<file path="src/rtl/if_prefetch_stage_if.sv">
// Fetch-stage bus bundle: imem request/response channel plus the decode-side handshake.
// The master modport is the fetch stage; the slave modport is memory plus decode.
interface if_prefetch_stage_if #(
  parameter int XLEN = 32
);
  logic            imem_req_valid;
  logic            imem_req_ready;
  logic [XLEN-1:0] imem_req_addr;
  logic            imem_rsp_valid;
  logic [31:0]     imem_rsp_data;
  logic            id_valid;
  logic            id_ready;
  logic [31:0]     id_instr;
  logic [XLEN-1:0] id_pc;
  logic [XLEN-1:0] id_pc_plus4;

  modport master (
    output imem_req_valid, imem_req_addr,
    input  imem_req_ready, imem_rsp_valid, imem_rsp_data,
    output id_valid, id_instr, id_pc, id_pc_plus4,
    input  id_ready
  );

  modport slave (
    input  imem_req_valid, imem_req_addr,
    output imem_req_ready, imem_rsp_valid, imem_rsp_data,
    input  id_valid, id_instr, id_pc, id_pc_plus4,
    output id_ready
  );
endinterface

</file>
<file path="src/rtl/if_prefetch_stage.sv">
// Instruction fetch front end: owns the fetch PC, keeps one imem request in flight
// and queues fetched {pc, instr} pairs for decode; a redirect flushes and refetches.
module if_prefetch_stage #(
  parameter int              XLEN       = 32,
  parameter logic [XLEN-1:0] RESET_PC   = '0,
  parameter int              FIFO_DEPTH = 4
) (
  input  logic               clk,
  input  logic               rst,
  input  logic               redirect_valid,
  input  logic [XLEN-1:0]    redirect_pc,
  if_prefetch_stage_if.master bus
);
  localparam int              PW         = $clog2(FIFO_DEPTH);
  localparam logic [PW:0]     FULL_CNT   = (PW+1)'(FIFO_DEPTH);
  localparam logic [XLEN-1:0] ALIGN_MASK = ~(XLEN'(3));

  logic [XLEN-1:0] fetch_pc;
  logic [XLEN-1:0] req_pc;
  logic            outstanding;
  logic            drop;
  logic [PW-1:0]   rd_ptr;
  logic [PW-1:0]   wr_ptr;
  logic [PW:0]     count;
  logic [XLEN-1:0] pc_q    [FIFO_DEPTH];
  logic [31:0]     instr_q [FIFO_DEPTH];

  logic req_fire;
  logic rsp_take;
  logic push;
  logic pop;

  // A slot is always free for the single in-flight response, since requests stop at full.
  assign bus.imem_req_valid = !rst && !redirect_valid && !outstanding && (count < FULL_CNT);
  assign bus.imem_req_addr  = rst ? RESET_PC : fetch_pc;
  assign bus.id_valid       = !rst && !redirect_valid && (count != '0);
  assign bus.id_instr       = rst ? '0 : instr_q[rd_ptr];
  assign bus.id_pc          = rst ? '0 : pc_q[rd_ptr];
  assign bus.id_pc_plus4    = rst ? '0 : pc_q[rd_ptr] + XLEN'(4);

  always_comb begin
    req_fire = bus.imem_req_valid && bus.imem_req_ready;
    rsp_take = bus.imem_rsp_valid && outstanding;
    push     = rsp_take && !drop && !redirect_valid && !rst;
    pop      = bus.id_valid && bus.id_ready;
  end

  always_ff @(posedge clk) begin
    if (rst) begin
      fetch_pc    <= RESET_PC;
      req_pc      <= '0;
      outstanding <= 1'b0;
      drop        <= 1'b0;
      rd_ptr      <= '0;
      wr_ptr      <= '0;
      count       <= '0;
    end else if (redirect_valid) begin
      fetch_pc <= redirect_pc & ALIGN_MASK;
      rd_ptr   <= '0;
      wr_ptr   <= '0;
      count    <= '0;
      // A response landing with the redirect is already stale; otherwise mark the in-flight one.
      if (rsp_take) begin
        outstanding <= 1'b0;
        drop        <= 1'b0;
      end else if (outstanding) begin
        drop <= 1'b1;
      end
    end else begin
      if (req_fire) begin
        outstanding <= 1'b1;
        req_pc      <= fetch_pc;
        fetch_pc    <= fetch_pc + XLEN'(4);
      end else if (rsp_take) begin
        outstanding <= 1'b0;
      end
      if (rsp_take) drop <= 1'b0;
      if (push) wr_ptr <= wr_ptr + PW'(1);
      if (pop)  rd_ptr <= rd_ptr + PW'(1);
      case ({push, pop})
        2'b10:   count <= count + (PW+1)'(1);
        2'b01:   count <= count - (PW+1)'(1);
        default: count <= count;
      endcase
    end
  end

  always_ff @(posedge clk) begin
    if (push) begin
      pc_q[wr_ptr]    <= req_pc;
      instr_q[wr_ptr] <= bus.imem_rsp_data;
    end
  end
endmodule

</file>
<file path="src/flat_wrapper.sv">
// flat-port wrapper written by rule: the top's interface ports become plain ports
module if_prefetch_stage_flat 
#(
  parameter int              XLEN       = 32,
  parameter logic [XLEN-1:0] RESET_PC   = '0,
  parameter int              FIFO_DEPTH = 4
)
  (clk, rst, redirect_valid, redirect_pc, bus_imem_req_valid, bus_imem_req_addr, bus_imem_req_ready, bus_imem_rsp_valid, bus_imem_rsp_data, bus_id_valid, bus_id_instr, bus_id_pc, bus_id_pc_plus4, bus_id_ready);
  if_prefetch_stage_if #(.XLEN(XLEN)) bus_i ();
  input  logic clk;
  input  logic rst;
  input  logic redirect_valid;
  input  logic [XLEN-1:0] redirect_pc;
  output wire logic [$bits(bus_i.imem_req_valid)-1:0] bus_imem_req_valid;
  output wire logic [$bits(bus_i.imem_req_addr)-1:0] bus_imem_req_addr;
  input wire logic [$bits(bus_i.imem_req_ready)-1:0] bus_imem_req_ready;
  input wire logic [$bits(bus_i.imem_rsp_valid)-1:0] bus_imem_rsp_valid;
  input wire logic [$bits(bus_i.imem_rsp_data)-1:0] bus_imem_rsp_data;
  output wire logic [$bits(bus_i.id_valid)-1:0] bus_id_valid;
  output wire logic [$bits(bus_i.id_instr)-1:0] bus_id_instr;
  output wire logic [$bits(bus_i.id_pc)-1:0] bus_id_pc;
  output wire logic [$bits(bus_i.id_pc_plus4)-1:0] bus_id_pc_plus4;
  input wire logic [$bits(bus_i.id_ready)-1:0] bus_id_ready;
  assign bus_imem_req_valid = bus_i.imem_req_valid;
  assign bus_imem_req_addr = bus_i.imem_req_addr;
  assign bus_i.imem_req_ready = bus_imem_req_ready;
  assign bus_i.imem_rsp_valid = bus_imem_rsp_valid;
  assign bus_i.imem_rsp_data = bus_imem_rsp_data;
  assign bus_id_valid = bus_i.id_valid;
  assign bus_id_instr = bus_i.id_instr;
  assign bus_id_pc = bus_i.id_pc;
  assign bus_id_pc_plus4 = bus_i.id_pc_plus4;
  assign bus_i.id_ready = bus_id_ready;
  if_prefetch_stage #(.XLEN(XLEN), .RESET_PC(RESET_PC), .FIFO_DEPTH(FIFO_DEPTH)) u_core (.clk(clk), .rst(rst), .redirect_valid(redirect_valid), .redirect_pc(redirect_pc), .bus(bus_i));
endmodule
</file>
<file path="config.mk">
export PLATFORM = sky130hd
export DESIGN_NAME = if_prefetch_stage_flat
export DESIGN_NICKNAME = d
export VERILOG_FILES = /design/src/rtl/if_prefetch_stage_if.sv /design/src/rtl/if_prefetch_stage.sv /design/src/flat_wrapper.sv
export SDC_FILE = /design/constraint.sdc
export NUM_CORES = 1
export LEC_CHECK = 0
export ABC_CLOCK_PERIOD_IN_PS = 5600
export BUFFER_PORTS_ARGS = -buffer_cell sky130_fd_sc_hd__buf_2
export CAP_MARGIN = 20
export CORE_MARGIN = 5
export CORE_UTILIZATION = 62
export DETAILED_ROUTE_END_ITERATION = 8
export PLACE_DENSITY_LB_ADDON = 0.05
export SYNTH_ARGS = -nofsm -noshare
export SYNTH_HDL_FRONTEND = slang
export SYNTH_SLANG_ARGS = --single-unit
</file>
<file path="constraint.sdc">
create_clock -name clk -period 5.6 [get_ports clk]
set_clock_uncertainty 0.05 [all_clocks]
set_input_delay 1.12 -clock clk [delete_from_list [all_inputs] [get_ports clk]]
set_output_delay 1.12 -clock clk [all_outputs]
set_load 0.02 [all_outputs]
</file>
==> results.json <==
{
  "die_h_um": 158,
  "root_buffer": "clkbuf_16",
  "p_leak_nw": 5.84,
  "num_antenna_cells": 0,
  "cts_tree": "yes",
  "r2r_end": "u_core.fetch_pc[18]",
  "cts-htree-levels": 2,
  "worstSetupPathType": "reg -> out",
  "dieArea_um2": 25000,
  "arrival_ps": 3720,
  "drtIter0Drc": 619,
  "crit_top_cell": "or4_1",
  "min_from": "u_core.fetch_pc[28]",
  "fin_crit_ps": 4890,
  "clk_latency_ps": 510,
  "max_freq_mhz": 204,
  "layout_setup_ws_ps": 708,
  "die_x_um": 158,
  "ys_seq_elements": 319,
  "slew_headroom": 0.325,
  "drt-vias-per-instance": 5.86,
  "final_nets": 1247,
  "grt_pass1_vias": 8338,
  "gp_congestion": 0.822,
  "grt_pass1_wl_um": 45600,
  "dp_hpwl_um": 18600,
  "synthArstFlopShare": 0,
  "synth-main-ff-cell": "edfxtp_1",
  "place_ws_ps": 1200,
  "worst_setup_path_end_kind": "output port",
  "maxCapViolCount": 0,
  "reg2reg_from": "u_core.fetch_pc[3]",
  "syn_to_final_growth_pct": 16.7,
  "syn_area_um2": 13600,
  "antenna_left": 0,
  "tightest_slew_ps": 1000,
  "clock_sinks": 319,
  "outcome": "finished, final reports clean",
  "synth-edff-count": 248,
  "clockBufferDepth": 3,
  "track_usage": 0.234,
  "rsz0062_at_grt": "no",
  "hold_viol": 0,
  "overflow": 0,
  "critPathRequiredTime_ps": 4430,
  "hold_class": "reg -> reg",
  "yosys.area.top_type_share": 0.547,
  "io_pins": 200,
  "antenna_found_initial": 0,
  "slowest_delay_ps": 760,
  "power.density_nw_per_um2": 306,
  "routed_wl_um": 29300,
  "num_vias": 8627,
  "num_rows": 54,
  "syn_inst": 984,
  "critPathMaxFanout": 26,
  "drc": 0,
  "crit_path_end": "bus_id_pc_plus4[31]",
  "fin_crit_sh": 0.874,
  "fin_util": 0.731,
  "numCtsBuffers": 34,
  "critPathLaunchType": "register",
  "ir_drop_mv": 0.225,
  "grt_max_degree": 105,
  "cts.clk_slew.worst_paths_ps": 60,
  "tns_ps": 0,
  "synth_area_leaders": "edfxtp_1 55%, dfxtp_1 10%, mux4_2 8.9%",
  "path_cells": "buf_4 > mux4_1 > nand3_1 > or4_1 > or4_1 > a21oi_1 > buf_2",
  "firstDrtPassIters": 7,
  "r2r_cells": 6,
  "synth-seq-area-share": 0.651,
  "wl_per_cell_um": 19.9,
  "cts_resized": 0,
  "postCtsSetupRepairBufs": 0,
  "yosys_warnings": 0,
  "synth_top_area_cell": "edfxtp_1",
  "avgSynthCellArea_um2": 13.8,
  "holdBufCountCts": 0,
  "finalSetupViolCount": 0,
  "start_util": 0.626,
  "port_buffers": 191,
  "drive_above_1_share": 0.283,
  "reg2reg_slack_ps": 2860,
  "core-area_um2": 21800,
  "synth_cell_type_count": 53,
  "slew_viol_final": 0,
  "cp_slowest_cell": "dfxtp_2"
}
critical path, delay by kind of cell (launching register included):
family | cells | cell delay (ps)
flops | 1 | 760
buf+inv | 2 | 660
mux | 1 | 300
compound gates | 1 | 150
simple gates | 3 | 1320
cells in the mapped netlist, types with 4 or more instances:
cell	number
ha_1	7
a22oi_1	4
buf_1	4
xor2_1	8
a31oi_1	9
mux2_2	16
buf_2	5
or4_1	7
nand2_1	110
mux4_1	8
nor2_1	61
buf_4	9
xnor2_1	12
dfxtp_1	71
edfxtp_1	248
nand4_1	12
nand3_1	27
inv_1	16
and3_1	7
or3_1	7
and2_1	9
clkbuf_1	42
a21oi_1	64
a211oi_1	4
mux4_2	54
nor3_1	16
o21ai_0	20
nor4_1	9
nor2b_1	85
cell families (layout without fill, tap and decap cells):
| logic type | count (synthesis) | count (layout) | share of synthesized area |
|---|---|---|---|
| xor gates and xnor gates | 20 | 20 | 0.0129 |
| muxes | 79 | 79 | 0.119 |
| adders and majority gates | 8 | 8 | 0.00790 |
| and+or+nand+nor | 367 | 367 | 0.138 |
| DFF | 319 | 319 | 0.651 |
| buffers and inverters | 79 | 282 | 0.0264 |
| AOI/OAI and AO/OA | 111 | 111 | 0.0455 |
| other | 1 | 6 | 0.000275 |
final cells by class:
cell class	count	area (um^2)
well taps	280	350
clock inverters	14	104
flip-flops and latches	319	8870
fillers	1450	5850
inverters	17	63.8
multi-input cells	591	4420
clock buffers	45	956
repair buffers	206	1130
where the power goes:
group / switching (mW) / total, mW / internal (mW)
Clock: 0.865 / 2.11 / 1.25
Combinational: 0.113 / 0.174 / 0.0612
Sequential: 0.0297 / 2.58 / 2.55
Total: 1.01 / 4.87 / 3.86
metal layers:
metal / wire length (um) / share of wire / GRT usage
met1: 12200 / 0.42 / 0.340
met2: 14200 / 0.48 / 0.375
met3: 2330 / 0.080 / 0.0396
met4: 597 / 0.020 / 0.0626
met5: 0 / 0 / 0
stage by stage:
step	std cells	cell area [um^2]	hold slack, ps	power (mW)
3_5_place_dp	1412	14800	414	2.81
5_1_grt	1472	15900	442	5.05
3_3_place_gp	1412	14800	416	2.80
4_1_cts	1471	15900	422	4.91
2_1_floorplan	989	13600	382	2.73
6_report	1472	15900	423	4.87
cells in the final DEF, fill, tap and decap left out, drive strengths merged, types with 2 or more instances in the layout:
cell	n
nand3	29
and2	9
and3	7
nand4	13
nor3	16
a211oi	4
mux4	62
nand3b	2
mux2	16
edfxtp	248
nor2b	85
nor4	10
clkinv	11
xnor2	12
or4	7
buf	206
nand2	110
dfxtp	71
nand4b	3
o31ai	2
a31oi	9
xor2	8
conb	6
a221oi	2
clkinvlp	3
a22oi	4
inv	16
and4	3
clkbuf	45
or3	7
nor4b	2
a32oi	2
o21ai	20
nor2	61
ha	7
a21oi	64
sequential cells by signal, indices dropped and copies added, names as in the netlist, named ones only:
register and flops:
u_core.count 3, u_core.drop 1, u_core.fetch_pc 30, u_core.instr_q 128
u_core.outstanding 1, u_core.pc_q 120, u_core.rd_ptr 2, u_core.req_pc 30
u_core.wr_ptr 2
how the worst min path moves through the flow:
stage	cells after the start	end	slack, ps
3_3_place_gp	2	u_core.req_pc[28]	420
2_1_floorplan	2	u_core.req_pc[29]	380
6_report	2	u_core.req_pc[28]	420
4_1_cts	2	u_core.req_pc[28]	420
3_5_place_dp	2	u_core.req_pc[28]	410
5_1_grt	2	u_core.req_pc[28]	440
Note: power is estimated with default switching activity, not from simulation.
